### src/rtl/mul_div_ctrl_if.sv
// Handshake bundle between the EX stage (master) and the
// multiply/divide sequencer (slave).
interface mul_div_ctrl_if;
    logic        start;
    logic [1:0]  op;
    logic [31:0] opa;
    logic [31:0] opb;
    logic        flush;
    logic        ex_advance;
    logic        stallreq;
    logic [63:0] result;
    logic        result_valid;
    logic        busy;

    modport master (
        output start, op, opa, opb, flush, ex_advance,
        input  stallreq, result, result_valid, busy
    );

    modport slave (
        input  start, op, opa, opb, flush, ex_advance,
        output stallreq, result, result_valid, busy
    );
endinterface

### src/rtl/mul_div_ctrl.sv
// Multi-cycle MULT/MULTU/DIV/DIVU sequencer for the EX stage.
// Multiply: product of the latched operands, registered after MUL_CYCLES.
// Divide: 32-iteration radix-2 restoring divider on operand magnitudes,
// with sign fixup on the final iteration. Result is {HI,LO}.
module mul_div_ctrl #(
    parameter int MUL_CYCLES = 1
) (
    input  logic          clk,
    input  logic          reset,
    mul_div_ctrl_if.slave bus
);

    typedef enum logic [1:0] {
        S_IDLE = 2'd0,
        S_MUL  = 2'd1,
        S_DIV  = 2'd2,
        S_DONE = 2'd3
    } state_t;

    localparam logic [1:0] OP_MULT = 2'b00;

    state_t      state_q;
    logic [1:0]  op_q;
    logic [31:0] opa_q;
    logic [31:0] opb_q;
    logic [4:0]  cnt_q;
    logic [31:0] rem_q;
    logic [31:0] quo_q;
    logic [31:0] dvsr_q;
    logic        quo_neg_q;
    logic        rem_neg_q;
    logic [63:0] result_q;
    logic        result_valid_q;
    logic        busy_q;

    // Magnitudes of the incoming operands; only signed DIV takes |x|.
    logic        in_signed;
    logic [31:0] abs_a;
    logic [31:0] abs_b;

    // Operand magnitude for the divider, captured on acceptance
    always_comb begin
        in_signed = ~bus.op[0];
        abs_a     = (in_signed && bus.opa[31]) ? (32'd0 - bus.opa) : bus.opa;
        abs_b     = (in_signed && bus.opb[31]) ? (32'd0 - bus.opb) : bus.opb;
    end

    // Full 64-bit product: sign- or zero-extend to 64 bits, low 64 bits of
    // the product are then correct for both signed and unsigned operands.
    logic        mul_signed;
    logic [63:0] ext_a;
    logic [63:0] ext_b;
    logic [63:0] product;

    // Product of the latched operands
    always_comb begin
        mul_signed = (op_q == OP_MULT);
        ext_a      = {{32{mul_signed & opa_q[31]}}, opa_q};
        ext_b      = {{32{mul_signed & opb_q[31]}}, opb_q};
        product    = ext_a * ext_b;
    end

    // One restoring-divide step. The partial remainder is always below the
    // divisor, so the shifted value fits 33 bits; a 34-bit subtract gives a
    // clean borrow bit.
    logic [32:0] shifted;
    logic [33:0] trial;
    logic        no_borrow;
    logic [31:0] rem_next;
    logic [31:0] quo_next;
    logic [31:0] quo_fix;
    logic [31:0] rem_fix;

    // Shift, trial-subtract, and sign fixup of the final iteration
    always_comb begin
        shifted   = {rem_q, quo_q[31]};
        trial     = {1'b0, shifted} - {2'b00, dvsr_q};
        no_borrow = ~trial[33];
        rem_next  = no_borrow ? trial[31:0] : shifted[31:0];
        quo_next  = {quo_q[30:0], no_borrow};
        quo_fix   = quo_neg_q ? (32'd0 - quo_next) : quo_next;
        rem_fix   = rem_neg_q ? (32'd0 - rem_next) : rem_next;
    end

    // Sequencer FSM with registered result, valid and busy
    always_ff @(posedge clk) begin
        if (!reset) begin
            state_q        <= S_IDLE;
            op_q           <= 2'b00;
            opa_q          <= 32'd0;
            opb_q          <= 32'd0;
            cnt_q          <= 5'd0;
            rem_q          <= 32'd0;
            quo_q          <= 32'd0;
            dvsr_q         <= 32'd0;
            quo_neg_q      <= 1'b0;
            rem_neg_q      <= 1'b0;
            result_q       <= 64'd0;
            result_valid_q <= 1'b0;
            busy_q         <= 1'b0;
        end else if (bus.flush) begin
            // Flush cancels whatever is in progress; result is left as-is.
            state_q        <= S_IDLE;
            result_valid_q <= 1'b0;
            busy_q         <= 1'b0;
        end else begin
            case (state_q)
                S_IDLE: begin
                    if (bus.start) begin
                        op_q  <= bus.op;
                        opa_q <= bus.opa;
                        opb_q <= bus.opb;
                        if (!bus.op[1]) begin
                            state_q <= S_MUL;
                            cnt_q   <= 5'(MUL_CYCLES - 1);
                            busy_q  <= 1'b1;
                        end else if (bus.opb == 32'd0) begin
                            // Divide by zero finishes immediately.
                            state_q        <= S_DONE;
                            result_q       <= {bus.opa, 32'hFFFF_FFFF};
                            result_valid_q <= 1'b1;
                        end else begin
                            state_q   <= S_DIV;
                            cnt_q     <= 5'd0;
                            busy_q    <= 1'b1;
                            rem_q     <= 32'd0;
                            quo_q     <= abs_a;
                            dvsr_q    <= abs_b;
                            quo_neg_q <= in_signed & (bus.opa[31] ^ bus.opb[31]);
                            rem_neg_q <= in_signed & bus.opa[31];
                        end
                    end
                end
                S_MUL: begin
                    if (!bus.start) begin
                        // EX dropped the request: abort like a flush.
                        state_q <= S_IDLE;
                        busy_q  <= 1'b0;
                    end else if (cnt_q == 5'd0) begin
                        state_q        <= S_DONE;
                        result_q       <= product;
                        result_valid_q <= 1'b1;
                        busy_q         <= 1'b0;
                    end else begin
                        cnt_q <= cnt_q - 5'd1;
                    end
                end
                S_DIV: begin
                    if (!bus.start) begin
                        state_q <= S_IDLE;
                        busy_q  <= 1'b0;
                    end else begin
                        rem_q <= rem_next;
                        quo_q <= quo_next;
                        cnt_q <= cnt_q + 5'd1;
                        if (cnt_q == 5'd31) begin
                            state_q        <= S_DONE;
                            result_q       <= {rem_fix, quo_fix};
                            result_valid_q <= 1'b1;
                            busy_q         <= 1'b0;
                        end
                    end
                end
                S_DONE: begin
                    // Hold the result until EX moves on; no new start here.
                    if (bus.ex_advance) begin
                        state_q        <= S_IDLE;
                        result_valid_q <= 1'b0;
                    end
                end
                default: begin
                    state_q <= S_IDLE;
                end
            endcase
        end
    end

    assign bus.stallreq     = bus.start & ~bus.flush & (state_q != S_DONE);
    assign bus.result       = result_q;
    assign bus.result_valid = result_valid_q;
    assign bus.busy         = busy_q;

endmodule

### src/flat_wrapper.sv
// flat-port wrapper written by rule: the top's interface ports become plain ports
module mul_div_ctrl_flat 
#(
    parameter int MUL_CYCLES = 1
)
  (clk, reset, bus_start, bus_op, bus_opa, bus_opb, bus_flush, bus_ex_advance, bus_stallreq, bus_result, bus_result_valid, bus_busy);
  mul_div_ctrl_if bus_i ();
  input  logic clk;
  input  logic reset;
  input wire logic [$bits(bus_i.start)-1:0] bus_start;
  input wire logic [$bits(bus_i.op)-1:0] bus_op;
  input wire logic [$bits(bus_i.opa)-1:0] bus_opa;
  input wire logic [$bits(bus_i.opb)-1:0] bus_opb;
  input wire logic [$bits(bus_i.flush)-1:0] bus_flush;
  input wire logic [$bits(bus_i.ex_advance)-1:0] bus_ex_advance;
  output wire logic [$bits(bus_i.stallreq)-1:0] bus_stallreq;
  output wire logic [$bits(bus_i.result)-1:0] bus_result;
  output wire logic [$bits(bus_i.result_valid)-1:0] bus_result_valid;
  output wire logic [$bits(bus_i.busy)-1:0] bus_busy;
  assign bus_i.start = bus_start;
  assign bus_i.op = bus_op;
  assign bus_i.opa = bus_opa;
  assign bus_i.opb = bus_opb;
  assign bus_i.flush = bus_flush;
  assign bus_i.ex_advance = bus_ex_advance;
  assign bus_stallreq = bus_i.stallreq;
  assign bus_result = bus_i.result;
  assign bus_result_valid = bus_i.result_valid;
  assign bus_busy = bus_i.busy;
  mul_div_ctrl #(.MUL_CYCLES(MUL_CYCLES)) u_core (.clk(clk), .reset(reset), .bus(bus_i));
endmodule
### config.mk
export PLATFORM = sky130hd
export DESIGN_NAME = mul_div_ctrl_flat
export DESIGN_NICKNAME = d
export VERILOG_FILES = /design/src/rtl/mul_div_ctrl_if.sv /design/src/rtl/mul_div_ctrl.sv /design/src/flat_wrapper.sv
export SDC_FILE = /design/constraint.sdc
export NUM_CORES = 2
export LEC_CHECK = 0
export CAP_MARGIN = 20
export CORE_MARGIN = 2
export CORE_UTILIZATION = 25
export DETAILED_ROUTE_END_ITERATION = 16
export HOLD_SLACK_MARGIN = 0.12
export PLACE_DENSITY = 0.4
export SYNTH_ARGS = -nofsm -noshare
export SYNTH_HDL_FRONTEND = slang
export SYNTH_SLANG_ARGS = --single-unit
### constraint.sdc
create_clock -name clk -period 9.4 [get_ports clk]
set_input_delay 1.41 -clock clk [delete_from_list [all_inputs] [get_ports clk]]
set_output_delay 1.41 -clock clk [all_outputs]
set_load 0.03 [all_outputs]
; ---- Yosys cells after proc, flatten, opt, wreduce, memory -nomap -nowiden
; Index checks and enable logic that the tools add are counted.
[totals]
output_inout_bits = 67
input_bits = 71
elab_cells = 124
reg_bits = 237
[op_classes]
n_reduce_logical = 17
eq_ne = 18
mul = 1
mux = 56
bitwise_logic = 12
add_sub_neg = 7
[op_table]
columns = operator, n
row1 = $mux W64, 7
row2 = $mux W32, 13
row3 = $pmux W64 S3, 1
row4 = $pmux W32 S2, 2
row5 = $sub A1 B32 Y32 const A, 4
row6 = $mul A33 B33 Y64, 1
row7 = $sub A33 B32 Y34, 1
row8 = $logic_not A32 Y1, 1
row9 = $mux W5, 6
row10 = $mux W1, 16
row11 = $ne A2 B2 Y1 const B, 8
row12 = $pmux W5 S3, 1
row13 = $mux W2, 7
row14 = $reduce_and A5 Y1, 2
row15 = $reduce_and A9 Y1, 1
row16 = $pmux W2 S4, 1
row17 = $reduce_and A8 Y1, 1
row18 = $reduce_and A7 Y1, 1
row19 = $and A1 B1 Y1, 6
row20 = $ne A2 B1 Y1 const B, 3
row21 = $ne A3 B2 Y1 const B, 2
row22 = $reduce_and A6 Y1, 1
row23 = $add A5 B1 Y5 const B, 1
row24 = $eq A5 B5 Y1 const B, 1
row25 = 16 further kinds, 23

; ---- Longest topological paths before layout
[depth]
depth_word = 7
ltp_mapped = 33

; ---- Worst setup path after synthesis
; Ideal clock, no wire load.
[synth_path]
path_type = register -> register
from = register u_core.opa_q[31]
to = register u_core.result_q[63], in the netlist u_core.bus.result[63]
period_less_slack_ps = 8610
arrival_time_ps = 8486
path_slack_ps = 790
n_path_buf = 3
setup_ps = 124
stages_incl_launch_ff = 34
cell_sequence = dfxtp_1 -> clkbuf_1 -> and2_1 -> clkbuf_1 -> nand2_1 -> inv_1 -> fa_1 -> inv_1 -> fa_1 -> inv_1 -> fa_1 -> fa_1 -> inv_1 -> fa_1 -> inv_1 -> fa_1 -> inv_1 -> fa_1 -> fa_1 -> inv_1 -> ha_1 -> clkbuf_1 -> a21o_1 -> a21o_1 -> a211oi_1 -> o21ai_0 -> a221oi_1 -> nor2b_1 -> o31ai_1 -> a31oi_1 -> a31oi_1 -> xnor2_1 -> a221oi_1 -> a21oi_1
[synth_between]
elab_chain_len = 5
[synth_lines]
columns = element, line
row1 = from (decl), mul_div_ctrl.sv:24  ; logic [31:0] opa_q;
row2 = from (signal assigned), mul_div_ctrl.sv:111  ; opa_q <= bus.opa;
row3 = $and A1 B1 Y1, mul_div_ctrl.sv:58  ; ext_a = {{32{mul_signed & opa_q[31]}}, opa_q};
row4 = $mul A33 B33 Y64 (*), mul_div_ctrl.sv:60  ; product = ext_a * ext_b;
row5 = $mux W64 (*), mul_div_ctrl.sv:139  ; end else if (cnt_q == 5'd0) begin
row6 = $mux W64 (*), mul_div_ctrl.sv:135  ; if (!bus.start) begin
row7 = $pmux W64 S3 (*), mul_div_ctrl.sv:107  ; case (state_q)
row8 = to (signal assigned), mul_div_ctrl.sv:120  ; result_q <= {bus.opa, 32'hFFFF_FFFF};
row9 = to (signal assigned), mul_div_ctrl.sv:141  ; result_q <= product;
row10 = to (signal assigned), mul_div_ctrl.sv:158  ; result_q <= {rem_fix, quo_fix};
row11 = to (decl), mul_div_ctrl.sv:32  ; logic [63:0] result_q;
; Mark *: on every way between the ends. The rest lies on a longest branch, timed or not. The select of a mux whose other input is x is not followed.
; A chain may end at the register's enable or synchronous reset.

; ---- Worst setup path after layout
[layout_path]
from = register u_core.opb_q[3]
to = register u_core.result_q[41], in the netlist u_core.bus.result[41]
[layout_between]
elab_chain_len = 4
[layout_lines]
columns = element, line
row1 = from (decl), mul_div_ctrl.sv:25  ; logic [31:0] opb_q;
row2 = from (signal assigned), mul_div_ctrl.sv:112  ; opb_q <= bus.opb;
row3 = $mul A33 B33 Y64, mul_div_ctrl.sv:60
row4 = $mux W64, mul_div_ctrl.sv:139
row5 = $mux W64, mul_div_ctrl.sv:135
row6 = $pmux W64 S3, mul_div_ctrl.sv:107
; Every way passes these cells. The select of a mux whose other input is x is not followed.

==> impl_metrics.tcl <==
set metrics [dict create \
    outcome "finished, final reports clean" \
    cts_tree "built" \
    post_cts_buffers 0 \
    hold_path_end "u_core.bus.result[45]" \
    start_util_pct 25.14 \
    clock_latency_ns 0.60 \
    drive_above_1_share_pct 4.710 \
    fmax_mhz 111.5 \
    worstHoldPathType "reg -> reg" \
    clk_path_buf_depth 3 \
    dieHeight_um 465.6 \
    reg2reg_to "u_core.bus.result[41]" \
    cts_made_buffers 37 \
    critPathMaxStageDelay_ns 0.57 \
    grt_setup_unrepaired "false" \
    synth_cells 6281 \
    path_depth 29 \
    dp_cells 9016 \
    postCtsHoldBufs 0 \
    yosysMostFrequentCell "inv_1" \
    multiInputGateArea_um2 42320 \
    synth_edf_count 0 \
    drv_cap 0 \
    dieArea_um2 216800 \
    utilization_pct 28.07 \
    via_count 41708 \
    totalWireLength_mm 186.3 \
    vias_per_cell 4.591 \
    grt_max_degree 158 \
    regArea_um2 4752 \
    route.detailed.drc 0 \
    synth_top_cell_by_area "fa_1" \
    critical_path.top_delay_family "adder cells" \
    syn_area_um2 53270 \
    ff2ff_setup_slack_ns 0.43 \
    setup.worst_path.end_class "register" \
    reg2reg_depth 29 \
    power_w 0.004599 \
    worst_slew_pin_slew_ns 1.052 \
    synthFlopType "dfxtp_1" \
    cts.clk_slew.worst_paths_ns 0.06 \
    power.density_nw_per_um2 77.33 \
    drtAntennaViolNets 0 \
    worst_path_most_repeated_cell "fa_1" \
    synth_fp_nets 7735 \
    synthArstFlopShare_pct 0 \
    wl_met3_mm 5.927 \
    dieWidth_um 465.6 \
    dr.pass1.iters 5 \
    coreArea_um2 211900 \
    synthDominantCellAreaShare_pct 42.35 \
    grt_use_total_pct 17.49 \
    crit_slowest_cell "fa_1" \
    syn_to_final_growth_pct 11.65 \
    portBuffers 137 \
    crit_arrival_ns 9.49 \
    layout_min_cycle_time_ns 8.967 \
    finalMaxSlewViolations 0 \
    critPathMaxFanout 12 \
    cts-root-buf "clkbuf_16" \
    synth_area_per_cell_um2 8.482 \
    r2r_start "u_core.opb_q[3]" \
    cts.sinks 237 \
    rows 169 \
    place_congestion 0.8763 \
    wl_met2_mm 88.99 \
    fin_crit_sh_pct 95.39 \
    antenna_found_initial 4 \
    hpwlAfterDp_mm 154.8 \
    seq_area_frac_synth_pct 8.906 \
    cp.required_ns 9.92 \
    hold_start "u_core.bus.result[45]" \
    wl_per_cell_um 20.51 \
    skew_ns 0.04059 \
    fin_nets 7689 \
    final_cells 9084 \
    hold_depth 2 \
    top_layer "met4" \
    setup.worst_path.class "reg -> reg" \
    synth_warnings 0 \
    vdd_ir_drop_max_mv 0.1064 \
    synth_area_leaders "fa_1 (42%), inv_1 (9.0%), dfxtp_1 (8.9%)" \
    path_buf_inv 8 \
    n_antenna_cell 0 \
    grt_overflow 0 \
    p_leak_nw 26.53 \
    crit_path_start_kind "register" \
    grt_pass1_wl_mm 291.8 \
    finalSetupViolCount 0 \
    synth_seq_cells 237 \
    finalHoldViolCount 0 \
    drtIter0Drc 2547 \
    max_slew_margin_pct 29.74 \
    nFillCells 23006 \
    synth_cell_types 88 \
    h-tree-depth 2 \
    grt_pass1_vias 45384 \
    drt-met1-wl_mm 89.02 \
    ios 138 \
    synth_common_cells "inv_1 (1,280), nand2_1 (1,192), fa_1 (1,127)" \
]
per-stage QoR:
step / setup WS [ns] / hold WS (ns) / TNS [ns] / area, um^2
6_report: 0.4334 / 0.4636 / 0 / 59480
5_1_grt: 0.06368 / 0.4923 / 0 / 59480
2_1_floorplan: 0.7895 / 0.4410 / 0 / 53270
3_5_place_dp: -0.03597 / 0.4618 / -0.03597 / 58200
4_1_cts: 0.001247 / 0.4699 / 0 / 59450
3_3_place_gp: -0.08117 / 0.4490 / -0.08117 / 58200
worst max path at each step:
stage	slack [ns]	endpoint	start
finish	0.43	u_core.bus.result[41]	u_core.opb_q[3]
detailed placement	-0.04	u_core.bus.result[40]	u_core.opa_q[26]
global placement	-0.08	u_core.bus.result[40]	u_core.opa_q[26]
CTS	0.001	u_core.bus.result[40]	u_core.opa_q[12]
floorplan	0.79	u_core.bus.result[63]	u_core.opa_q[31]
global route	0.06	u_core.bus.result[63]	u_core.op_q[1]
power by group:
group | internal (W) | total (W) | switching, W
clock network | 0.000875 | 0.00147 | 0.000593
logic | 0.000691 | 0.00200 | 0.00131
registers | 0.00106 | 0.00113 | 0.0000745
worst register-to-register path: cells and delay by family (launching register included):
kind / cells / cell delay, ns
fa+ha+maj: 9 / 4.58
compound gates: 7 / 1.58
buf+inv: 8 / 1.23
simple gates: 4 / 0.61
flops: 1 / 0.56
xor+xnor: 1 / 0.37
cells by family after synthesis:
kind of cell	share of synthesized area, %
AOI/OAI and AO/OA	10.27
xor gates and xnor gates	3.452
adders and majority gates	48.36
buffers and inverters	11.78
DFF	8.906
muxes	0.5825
and+or+nand+nor	16.65
area by class of cell:
| class | count | share of cell area, % |
|---|---|---|
| inverter | 1281 | 8.084 |
| multi-input combinational | 4378 | 71.15 |
| clock buffer | 49 | 1.767 |
| clock inverter | 18 | 0.3366 |
| sequential | 237 | 7.989 |
| timing repair buffer | 300 | 4.743 |
| tap | 2821 | 5.934 |
registers in the layout (all words and copies together), names as in the netlist:
register and cells:
u_core.dvsr_q 32, u_core.quo_q 32, u_core.bus.result_valid 1, u_core.state_q 2
u_core.opb_q 32, u_core.bus.result 64, u_core.rem_neg_q 1, u_core.rem_q 32
u_core.cnt_q 5, u_core.op_q 2, u_core.quo_neg_q 1, u_core.opa_q 32
u_core.bus.busy 1
what timing repair did:
action	4_1_cts	5_1_grt
endpoints found under the hold margin	0	0
gates resized for setup	1	9
endpoints found under the setup margin	1	6
layout by cell type, fill, tap and decap left out, types with 68 or more instances in the layout:
cell type / instances
buf_4: 145
dfxtp_1: 231
clkdlybuf4s50_1: 136
nor2_1: 156
inv_1: 1280
o21ai_0: 159
a21boi_0: 117
a21oi_1: 147
xnor2_1: 142
and2_1: 274
nand2_1: 1192
xor2_1: 68
ha_1: 253
fa_1: 1127
metal layers:
metal | GRT usage [%] | vias up
li1 | - | 19030
met1 | 24.89 | 21852
met2 | 29.65 | 695
met3 | 1.303 | 131
met4 | 2.233 | 0
met5 | 0 | -
Note: power is estimated with default switching activity, not from simulation.
